File: config.mk
export PLATFORM = sky130hd
export DESIGN_NAME = l1_miss_handler
export DESIGN_NICKNAME = d
export VERILOG_FILES = /design/src/rtl/l1_miss_handler.sv
export SDC_FILE = /design/constraint.sdc
export NUM_CORES = 1
export LEC_CHECK = 0
export BUFFER_PORTS_ARGS = -buffer_cell sky130_fd_sc_hd__buf_2
export CAP_MARGIN = 20
export CORE_MARGIN = 2
export CORE_UTILIZATION = 50
export DETAILED_ROUTE_END_ITERATION = 10
export GPL_TIMING_DRIVEN = 0
export PLACE_DENSITY = 0.83
export SYNTH_ARGS = -nofsm -noshare
export SYNTH_HDL_FRONTEND = slang
export SYNTH_SLANG_ARGS = --single-unit
export TNS_END_PERCENT = 30
File: constraint.sdc
create_clock -name clk -period 4.4 [get_ports clk]
set_clock_uncertainty 0.05 [all_clocks]
set_input_delay 0 -clock clk [delete_from_list [all_inputs] [get_ports clk]]
set_output_delay 0 -clock clk [all_outputs]
set_load 0.02 [all_outputs]
File: src/rtl/l1_miss_handler.sv
// Read-miss controller for a 4-way L1: looks up the L1, refills from L2 on a miss
// with a bounded wait, and answers the CPU. Optional counters: L1_MISS_HANDLER_STATS_EN.
module l1_miss_handler #(
  parameter int ADDR_WIDTH = 11,
  parameter int DATA_WIDTH = 32,
  parameter int L2_TIMEOUT = 64
) (
  input  logic                  clk,
  input  logic                  rst,
  input  logic                  cpu_req_valid,
  output logic                  cpu_req_ready,
  input  logic [ADDR_WIDTH-1:0] cpu_req_addr,
  output logic                  cpu_resp_valid,
  output logic [DATA_WIDTH-1:0] cpu_resp_data,
  output logic                  cpu_resp_hit,
  output logic                  cpu_resp_err,
  output logic                  l1_read,
  output logic                  l1_write_enable,
  output logic [ADDR_WIDTH-1:0] l1_addr,
  output logic [DATA_WIDTH-1:0] l1_write_data,
  input  logic                  l1_hit,
  input  logic [DATA_WIDTH-1:0] l1_read_data,
  output logic                  l2_req_valid,
  input  logic                  l2_req_ready,
  output logic [ADDR_WIDTH-1:0] l2_req_addr,
  input  logic                  l2_resp_valid,
  input  logic [DATA_WIDTH-1:0] l2_resp_data
`ifdef L1_MISS_HANDLER_STATS_EN
  ,
  output logic [15:0]           stat_hits,
  output logic [15:0]           stat_misses
`endif
);

  localparam int CNT_WIDTH = (L2_TIMEOUT > 2) ? $clog2(L2_TIMEOUT) : 1;
  localparam logic [CNT_WIDTH-1:0] CNT_LAST = CNT_WIDTH'(L2_TIMEOUT - 1);

  typedef enum logic [2:0] {
    IDLE    = 3'd0,
    LOOKUP  = 3'd1,
    CHECK   = 3'd2,
    L2_REQ  = 3'd3,
    L2_WAIT = 3'd4,
    FILL    = 3'd5,
    RESP    = 3'd6
  } state_t;

  state_t                 state_reg, state_next;
  logic [ADDR_WIDTH-1:0]  addr_reg, addr_next;
  logic [DATA_WIDTH-1:0]  data_reg, data_next;
  logic                   hit_reg, hit_next;
  logic                   err_reg, err_next;
  logic [CNT_WIDTH-1:0]   cnt_reg, cnt_next;

  always_ff @(posedge clk or posedge rst) begin
    if (rst) begin
      state_reg <= IDLE;
      addr_reg  <= '0;
      data_reg  <= '0;
      hit_reg   <= 1'b0;
      err_reg   <= 1'b0;
      cnt_reg   <= '0;
    end else begin
      state_reg <= state_next;
      addr_reg  <= addr_next;
      data_reg  <= data_next;
      hit_reg   <= hit_next;
      err_reg   <= err_next;
      cnt_reg   <= cnt_next;
    end
  end

  always_comb begin
    state_next = state_reg;
    addr_next  = addr_reg;
    data_next  = data_reg;
    hit_next   = hit_reg;
    err_next   = err_reg;
    cnt_next   = cnt_reg;
    case (state_reg)
      IDLE: begin
        if (cpu_req_valid) begin
          addr_next  = cpu_req_addr;
          hit_next   = 1'b0;
          err_next   = 1'b0;
          state_next = LOOKUP;
        end
      end
      LOOKUP: state_next = CHECK;
      CHECK: begin
        if (l1_hit) begin
          data_next  = l1_read_data;
          hit_next   = 1'b1;
          state_next = RESP;
        end else begin
          state_next = L2_REQ;
        end
      end
      L2_REQ: begin
        if (l2_req_ready) begin
          cnt_next   = '0;
          state_next = L2_WAIT;
        end
      end
      L2_WAIT: begin
        // A response on the final wait cycle still wins over the timeout.
        if (l2_resp_valid) begin
          data_next  = l2_resp_data;
          state_next = FILL;
        end else if (cnt_reg == CNT_LAST) begin
          data_next  = '1;
          err_next   = 1'b1;
          state_next = RESP;
        end else begin
          cnt_next = cnt_reg + 1'b1;
        end
      end
      FILL:    state_next = RESP;
      RESP:    state_next = IDLE;
      default: state_next = IDLE;
    endcase
  end

  // Outputs decode state and registers only; data buses read zero when not in use.
  always_comb begin
    cpu_req_ready   = (state_reg == IDLE);
    cpu_resp_valid  = (state_reg == RESP);
    cpu_resp_data   = (state_reg == RESP) ? data_reg : '0;
    cpu_resp_hit    = (state_reg == RESP) & hit_reg;
    cpu_resp_err    = (state_reg == RESP) & err_reg;
    l1_read         = (state_reg == LOOKUP);
    l1_write_enable = (state_reg == FILL);
    l1_addr         = (state_reg == LOOKUP || state_reg == FILL) ? addr_reg : '0;
    l1_write_data   = (state_reg == FILL) ? data_reg : '0;
    l2_req_valid    = (state_reg == L2_REQ);
    l2_req_addr     = (state_reg == L2_REQ) ? addr_reg : '0;
  end

`ifdef L1_MISS_HANDLER_STATS_EN
  always_ff @(posedge clk or posedge rst) begin
    if (rst) begin
      stat_hits   <= '0;
      stat_misses <= '0;
    end else if (state_reg == CHECK) begin
      if (l1_hit) begin
        if (stat_hits != 16'hFFFF) stat_hits <= stat_hits + 16'd1;
      end else begin
        if (stat_misses != 16'hFFFF) stat_misses <= stat_misses + 16'd1;
      end
    end
  end
`else
  // Counters absent; the state machine above is identical in both builds.
`endif

endmodule

* Word-level counts from Yosys, hierarchy flattened
Cells that the tools add are included.
Operators by class: bitwise operators 2, muxes and demuxes 24, add/sub/neg operators 1, reductions and logical operators 12, equal/unequal tests 14
Operators by type and width (number):
- $mux W32 | 5
- $pmux W32 S2 | 1
- $mux W11 | 2
- $mux W6 | 3
- $pmux W3 S6 | 1
- $mux W3 | 5
- $pmux W6 S2 | 1
- $ne A2 B2 Y1 const B | 5
- $eq A3 B3 Y1 const B | 3
- $reduce_and A3 Y1 | 3
- $reduce_and A4 Y1 | 2
- $reduce_bool A2 Y1 | 4
- $add A6 B1 Y6 const B | 1
- $eq A3 B2 Y1 const B | 2
- $eq A6 B6 Y1 const B | 1
- $mux W1 | 4
- $pmux W1 S2 | 2
- $eq A3 B1 Y1 const B | 1
- $logic_not A3 Y1 | 1
- $ne A3 B3 Y1 const B | 1
- $and A1 B1 Y1 | 2
- $ne A2 B1 Y1 const B | 1
- $reduce_and A2 Y1 | 1
- $logic_or A1 B1 Y1 | 1
Storage, ports and cells: input port bits 81, flip-flop bits (word level) 54

* Logic depth before layout (Yosys ltp)
Gate-level depths: netlist of run 1.
word-level depth 4, mapped depth 6, mapped depth without buffers 5

* Worst setup path after synthesis of run 1
OpenSTA, ideal clock, no wires.
path kind register to register, from register cnt_reg[0], to register data_reg[0], arrival 1.782 ns, stages on the path, launching flop included 7, path slack 2.444 ns, path buffers 1, required time 4.225 ns, cells stage by stage dfrtp_1 > ha_1 > nand3_2 > or3b_1 > a21oi_4 > buf_6 > mux2_2
On the way: word-level cells in the longest chain between the ends 3
RTL lines:
- from (decl) | RTL line 53 | logic [CNT_WIDTH-1:0] cnt_reg, cnt_next;
- from (signal assigned) | RTL line 69 | cnt_reg <= cnt_next;
- $eq A6 B6 Y1 | RTL line 110 | end else if (cnt_reg == CNT_LAST) begin
- $ne A3 B3 Y1 (no line)
- $reduce_and A3 Y1 (no line)
- to (signal assigned) | RTL line 66 | data_reg <= data_next;
- to (decl) | RTL line 50 | logic [DATA_WIDTH-1:0] data_reg, data_next;
No other way between the ends. A chain may end at the register's enable or synchronous reset.

* Worst setup path in the final report of run 1
from register state_reg[1], to output port cpu_resp_data[25]
On the way: word-level cells in the longest chain between the ends 2
RTL lines:
- from (decl) | RTL line 48 | state_t state_reg, state_next;
- from (signal assigned) | RTL line 64 | state_reg <= state_next;
- $eq A3 B3 Y1 | RTL line 128 | cpu_resp_data = (state_reg == RESP) ? data_reg : '0;
- $mux W32 | RTL line 128
- to (decl) | RTL line 14 | output logic [DATA_WIDTH-1:0] cpu_resp_data,
No other way between the ends.

==> summary.md, run 1 <==
| Metric | Value |
|---|---|
| Maxcap violations | `0` |
| Worst reg2reg path depth | `6` |
| Io pins | `174` |
| Fillers | `510` |
| Met3 Use GR | `4.72%` |
| Switching share of power | `43.3%` |
| Adder-Cell Fraction of Synth Area | `0.371%` |
| Vias | `3435` |
| Element type at the critical path end | `output pin` |
| Clock sinks | `54` |
| Gpl congestion | `0.893` |
| ANT nets after route | `0` |
| Total grt overflow | `0` |
| Non-Filler Instances | `649` |
| Final WS setup | `between 1.5 and 2 ns` |
| Pwr Density | `between 500 and 600 nW/um2` |
| CP Data Required Time | `4.35 ns` |
| Initial antenna violation count | `0` |
| Kind of critical path | `reg -> out` |
| Synth Flop Type | `dfrtp_1` |
| Max FFs per register | `32` |
| Largest family of logic cells by synthesized area | `simple AND/OR/NAND/NOR gates` |
| GRT met1 Usage | `33.1%` |
| Synthesized Nets | `460` |
| Outcome | `complete, no violations` |
| Leak | `~2.6 nW` |
| Worst Setup SP | `state_reg[1]` |
| CP cell instances | `clkbuf_1 > and3b_1 > clkbuf_1 > clkbuf_1 > and2_1 > buf_2` |
| Clock slew at reported path FFs | `approximately 0.1 ns` |
| Dpl cells | `around 630` |
| Ys Warns | `0` |
| Slew margin rel. | `57.9%` |
| Starting DRC count in detailed routing | `115` |
| CTS root buf | `clkbuf_8` |
| Peak VDD IR | `0.330 mV` |
| Area of the multi-input gates | `1740 um2` |
| Layout Nets | `653` |
| Hold_sp | `l1_hit` |
| Worst path most repeated cell | `clkbuf_1` |
| Clock buffer count from CTS | `5` |
| CP bufs+invs | `4` |
| NetSw | `roughly 0.0011 W` |
| Hold slack | `0.0393 ns` |
| Starting Density | `52.5%` |
| Tcrit/Tclk final | `56.0%` |
| Seq/Total Area, Yosys | `40.1%` |
| Area Overhead vs Synth | `35.4%` |
| Placed Area | `between 4000 and 5000 um2` |
| Pint | `approximately 0.0014 W` |
| Maximum clock rate | `just over 400 MHz` |
| Core Region | `6420 um2` |
| Area leader, netlist | `dfrtp_1` |
| Asr flop ratio synth | `100%` |
| Hold Path Class | `in -> reg` |
| Complex-gate fraction of the synthesized area | `10.0%` |
| Inserted Diodes | `0` |
| Layout cells sized above 1 | `41.3%` |
| Post-route cell area | `4570 um2` |
| Final setup violating endpoints | `0` |
| First-pass GRT wire length | `16000 um` |
| H-tree depth | `2` |
| Die height | `approximately 86 um` |
| Synth area leaders | `dfrtp_1 (40%), mux2_2 (14%), and2_1 (11%), a31oi_1 (6.7%), and3_1 (5.9%)` |
| Met2 usage | `48.8%` |
| Place WS | `2.26 ns` |
| Setup total negative slack | `0 ns` |
| Worst path slowest cell | `dfrtp_1` |
| Die ar. | `around 7400 um2` |
| Worst skew pair latency | `slightly above 0.3 ns` |
| Max stage delay on crit path | `0.45 ns` |
| FF-to-FF setup slack | `2.21 ns` |
| Max FO, Critical Path | `10` |
| Syn avg cell area | `8.92 um2` |
| Post-Synth XOR/XNOR Area | `0%` |
| Largest net degree at the start of global routing | `40` |
| Pins Over Slew Limit | `0` |
| Worst hold endpoint | `state_reg[2]` |
| Post-CTS sizing | `0` |
| R2r endpoint | `data_reg[1]` |
| Yosys reg bits | `54` |
| Drt drc | `0` |
| Mux cell area share after synthesis | `14.4%` |
| Vias/cell | `5.29` |
| Post-Synth Simple-Gate Area | `a little over a quarter` |
| Die W | `86.1 um` |
| Hold-critical path depth | `4` |
| Tmin final | `about 2.5 ns` |
| Most frequent cell after synthesis | `and2_1` |
| Top-area cell type share of the netlist area | `40.1%` |
| Worst-Margin Slew | `approximately 0.62 ns` |
| Total GRT Usage | `27.1%` |
| Number of port buffers | `172` |
| Synthesized instance count | `roughly 380` |
| Synthesized area | `3370 um2` |
| Sequential share of power | `35.9%` |
| Final HPWL DP | `7640 um` |
| Synth top cells by count | `and2_1 (57), dfrtp_1 (54), mux2_2 (42), a31oi_1 (36), inv_1 (36)` |
| Number of synthesized flops with an enable pin | `0` |
| RR Startpoint | `cnt_reg[0]` |
| CTS max path bufs | `2` |
| Combinational Power Share | `53.3%` |
| Final Hold Viols | `0` |
| First-pass DRT Iterations | `4` |
| DRT Wirelength | `between 10000 and 15000 um` |
| DR WL/cell | `about 16 um` |
| Delay-heaviest family, CP | `buffers and inverters` |
| Worst EP arrival | `about 2.4 ns` |
| Critical path startpoint category | `flop` |
| Storage cell area | `1350 um2` |
| Vias in the first global route | `3449` |
| Count of cell types in the netlist | `34` |
| CTS tree | `done` |
| Std-Cell Rows | `29` |
| Clk pwr share | `~11%` |
| GRT busiest layer | `met2` |
| Unrepaired setup endpoints after global routing | `no` |
logic make-up (layout without fill, tap and decap cells):
kind of cell	count (synthesis)	after routing
simple gates	160	160
buf+inv	67	261
flops	54	54
compound gates	53	53
mux	43	43
fa+ha+maj	1	1
cell type report:
class                      instances  area share (%)
buffer                            31            3.21
clock buffer                       6            1.59
multi-input combinational        257            38.1
tap                               77            2.11
clock inverter                     2           0.301
sequential                        54            29.6
inverter                          36            2.96
timing repair buffer             186            22.1
worst register-to-register path, cell delays in order, from the launching register on:
cell and delay (ns):
dfrtp_1 0.42, ha_1 0.23, nand3_2 0.13, or3b_1 0.45, a21oi_4 0.25, buf_6 0.20
mux2_2 0.35
worst max-delay path by stage:
| stage | to | slack (ns) | cells past startpoint |
|---|---|---|---|
| 2_1_floorplan | data_reg[0] | 2.44 | 6 |
| 3_3_place_gp | data_reg[0] | 2.30 | 6 |
| 3_5_place_dp | data_reg[26] | 2.26 | 6 |
| 4_1_cts | cpu_resp_data[25] | 1.92 | 6 |
| 5_1_grt | cpu_resp_data[18] | 1.74 | 6 |
| 6_report | cpu_resp_data[25] | 1.94 | 6 |
power groups by stage:
stage | clock, W | sequential, W | combinational (W)
after floorplan | 0 | 0.000853 | 0.000976
after global placement | 0 | 0.000896 | 0.00129
after detailed placement | 0 | 0.000919 | 0.00134
after CTS | 0.000276 | 0.000909 | 0.00135
after global routing | 0.000303 | 0.000947 | 0.00147
final | 0.000275 | 0.000915 | 0.00136
per-stage QoR:
step	util [%]	power [W]
2_1_floorplan	-	0.00183
3_3_place_gp	67.4	0.00219
3_5_place_dp	67.7	0.00226
4_1_cts	71.1	0.00254
5_1_grt	71.1	0.00272
6_report	71.1	0.00255
repair_timing:
item                      in CTS  in global routing
hold buffers                  13                  0
buffers inserted               0                  0
hold endpoints to repair      66                  0
cells in the final DEF (no fill, tap or decap), drive strengths merged, types with 2 or more instances in the layout:
cell,netlist,layout
nor2,35,35
dfrtp,54,54
nor3,4,4
inv,36,36
clkbuf,21,27
nand2b,3,3
mux2,43,43
dlygate4sd3,0,13
and2,57,57
o21ai,8,8
clkinv,0,2
a31oi,36,36
a21oi,4,4
nand2,13,13
nor2b,3,3
and3b,2,2
nand3,5,5
buf,10,183
and3,32,32
layer usage:
metal,wire length (um),up-vias
met1,4040,1603
met2,5090,162
li1,-,1654
met3,793,16
met5,0,-
met4,174,0
Power figures use the tool's default switching activity.
==> run 2, diff against run 1 <==
--- a/config.mk
+++ b/config.mk
@@ -8,10 +8,10 @@
 export BUFFER_PORTS_ARGS = -buffer_cell sky130_fd_sc_hd__buf_2
 export CAP_MARGIN = 20
 export CORE_MARGIN = 2
-export CORE_UTILIZATION = 50
+export CORE_UTILIZATION = 42
 export DETAILED_ROUTE_END_ITERATION = 10
 export GPL_TIMING_DRIVEN = 0
-export PLACE_DENSITY = 0.83
+export PLACE_DENSITY = 0.74
 export SYNTH_ARGS = -nofsm -noshare
 export SYNTH_HDL_FRONTEND = slang
 export SYNTH_SLANG_ARGS = --single-unit
==> constraint.sdc (replaced) <==
create_clock -name clk -period 2.1 [get_ports clk]
set_clock_uncertainty 0.05 [all_clocks]
set_input_delay 0 -clock clk [delete_from_list [all_inputs] [get_ports clk]]
set_output_delay 0 -clock clk [all_outputs]
set_load 0.02 [all_outputs]
==> run 2 against run 1 <==
Effect of this change: the run now ends with setup timing left; total power is 120% higher; design area is 3.0% higher; die area is 18% higher; critical path depth stayed put; highest routed layer unchanged; sequential share of layout area is 0.85 points lower; global-route usage is 5.4 points lower; clock power is 120% higher; cell count is 4.6% higher.
==> summary.md, run 2 (synthesis results as in run 1) <==
| Metric | Value |
|---|---|
| Hold Path Class | `in -> reg` |
| Area Overhead vs Synth | `39.5%` |
| Die height | `93.6 um (+8.7%)` |
| FF-to-FF setup slack | `-0.01 ns (-2.22 ns)` |
| Std-Cell Rows | `32 (+10%)` |
| Commonest non-fill, non-tap cells in the layout | `buf_2 (179), and2_1 (57), dfrtp_1 (53)` |
| Largest net degree at the start of global routing | `43 (+7.5%)` |
| Maximum clock rate | `around 470 MHz` |
| Clock buffer count from CTS | `5 (unchanged)` |
| Drt drc | `0 (unchanged)` |
| Pwr Density | `1160 nW/um2 (+110%)` |
| Io pins | `174 (unchanged)` |
| CTS root buf | `clkbuf_8` |
| Wl on met1 | `4230 um (+4.8%)` |
| Failing checks | `setup timing` |
| Clock sinks | `54 (unchanged)` |
| Clock slew at reported path FFs | `0.09 ns (about the same)` |
| Unrepaired setup endpoints after global routing | `yes` |
| Vias/cell | `4.91 (-7.3%)` |
| Place WS | `-0.0806 ns (-2.34 ns)` |
| Non-Filler Instances | `679 (+4.6%)` |
| Core Region | `7770 um2 (+21%)` |
| Layout Nets | `658 (+0.77%)` |
| Outcome | `complete, but fails checks` |
| Worst reg2reg path depth | `6 (unchanged)` |
| H-tree depth | `2 (unchanged)` |
| Initial antenna violation count | `0 (unchanged)` |
| Die ar. | `8760 um2 (+18%)` |
| Element type at the critical path end | `flop` |
| Maxcap violations | `0 (unchanged)` |
| Design Power | `0.00547 W (+120%)` |
| Pins Over Slew Limit | `0 (unchanged)` |
| Vias | `3333 (-3.0%)` |
| Starting DRC count in detailed routing | `145 (+26%)` |
| Max FO, Critical Path | `6 (-4)` |
| DR WL/cell | `14.4 um (-7.2%)` |
| Tcrit/Tclk final | `101%` |
| Highest metal used | `met4` |
| Leak | `2.66 nW (+3.2%)` |
| Gpl congestion | `0.829 (-7.2%)` |
| Total GRT Usage | `21.7% (-5.4 points)` |
| First-pass DRT Iterations | `4 (unchanged)` |
| Worst skew pair latency | `0.31 ns (about the same)` |
| First-pass GRT wire length | `15300 um (-4.6%)` |
| Inserted Diodes | `0 (unchanged)` |
| Slew margin rel. | `61.7% (+3.8 points)` |
| ANT nets after route | `0 (unchanged)` |
| Final core utilization | `60.6% (-11 points)` |
| Critical path startpoint category | `flop` |
| DRT Wirelength | `9800 um (-2.9%)` |
| Max FFs per register | `32 (unchanged)` |
| Die W | `93.6 um (+8.7%)` |
| Worst EP arrival | `2.26 ns (-0.15 ns)` |
| CTS tree | `done` |
| Worst Setup SP | `cnt_reg[0]` |
| Vias in the first global route | `3162 (-8.3%)` |
| Layout cells sized above 1 | `44.9% (+3.6 points)` |
| Kind of critical path | `reg -> reg` |
| Routed met3 length | `659 um (-17%)` |
| CP Capture Point | `data_reg[7]` |
| Peak VDD IR | `0.595 mV (+80%)` |
| Starting Density | `43.4% (-9.1 points)` |
| Hold_sp | `cpu_req_valid` |
| Met2 WL | `4860 um (-4.5%)` |
| Most common cell after layout, fill and taps aside | `buf_2` |
| Tmin final | `2.11 ns` |
| Number of port buffers | `172 (unchanged)` |
| CP Data Required Time | `2.25 ns (-2.10 ns)` |
| Total grt overflow | `0 (unchanged)` |
| R2r endpoint | `data_reg[7]` |
| Final Hold Viols | `0 (unchanged)` |
| Final WS setup | `-0.0150 ns (-1.95 ns)` |
| CTS max path bufs | `2 (unchanged)` |
| Dpl cells | `653 (+4.0%)` |
| Worst-Margin Slew | `0.568 ns (-0.0567 ns)` |
| Final HPWL DP | `7280 um (-4.8%)` |
| Final setup violating endpoints | `5 (+5)` |
| RR Startpoint | `cnt_reg[0]` |
-- run 2: repair_timing --
| action | in CTS | in global routing |
|---|---|---|
| resized for setup | 11 | 18 |
| endpoints found under the setup margin | 109 | 83 |
| setup buffers | 0 | 5 |
| endpoints found under the hold margin | 66 | 0 |
| hold buffers | 13 | 0 |
| pin swaps | 1 | 2 |
| gates cloned | 0 | 1 |
-- run 2: layout make-up --
| type | instances | area, um2 |
|---|---|---|
| tap | 102 | 128 |
| buffer | 30 | 156 |
| sequential | 54 | 1350 |
| clock buffer | 6 | 82.6 |
| inverter | 36 | 135 |
| timing repair buffer | 192 | 1050 |
| multi-input combinational | 257 | 1780 |
| clock inverter | 2 | 12.5 |
| fill | 673 | 3060 |
-- run 2: per-layer routing --
| layer | global-route usage [%] | up-vias |
|---|---|---|
| li1 | - | 1659 |
| met5 | 0 | - |
| met1 | 27.7 | 1554 |
| met3 | 4.51 | 5 |
| met4 | 3.26 | 0 |
| met2 | 38.7 | 115 |
-- run 2: per-stage QoR --
stage / hold slack, ns / TNS, ns / area, um2
global placement: 0.181 / -0.619 / 4360
global route: 0.0394 / -1.28 / 4700
finish: 0.0312 / -0.0353 / 4700
CTS: 0.0171 / -0.474 / 4620
detailed placement: -0.0816 / -2.19 / 4380
floorplan: 0.102 / 0 / 3370
-- run 2: worst min path at each step --
| stage | endpoint | slack, ns | cells after the start |
|---|---|---|---|
| 2_1_floorplan | addr_reg[0] | 0.10 | 1 |
| 3_3_place_gp | addr_reg[1] | 0.18 | 2 |
| 3_5_place_dp | addr_reg[6] | -0.08 | 2 |
| 4_1_cts | state_reg[0] | 0.02 | 4 |
| 5_1_grt | state_reg[0] | 0.04 | 4 |
| 6_report | state_reg[0] | 0.03 | 4 |
-- run 2: report_power, final --
| group | switching, W | internal, W |
|---|---|---|
| Clock | 0.000344 | 0.000266 |
| Combinational | 0.00160 | 0.00136 |
| Sequential | 0.000365 | 0.00155 |
-- run 2: critical path, stage by stage, from the launching register on --
cell     delay [ns]
dfrtp_1        0.44
ha_4           0.18
nand3_4        0.09
or3b_4         0.40
a21oi_4        0.28
buf_2          0.23
mux2_2         0.35
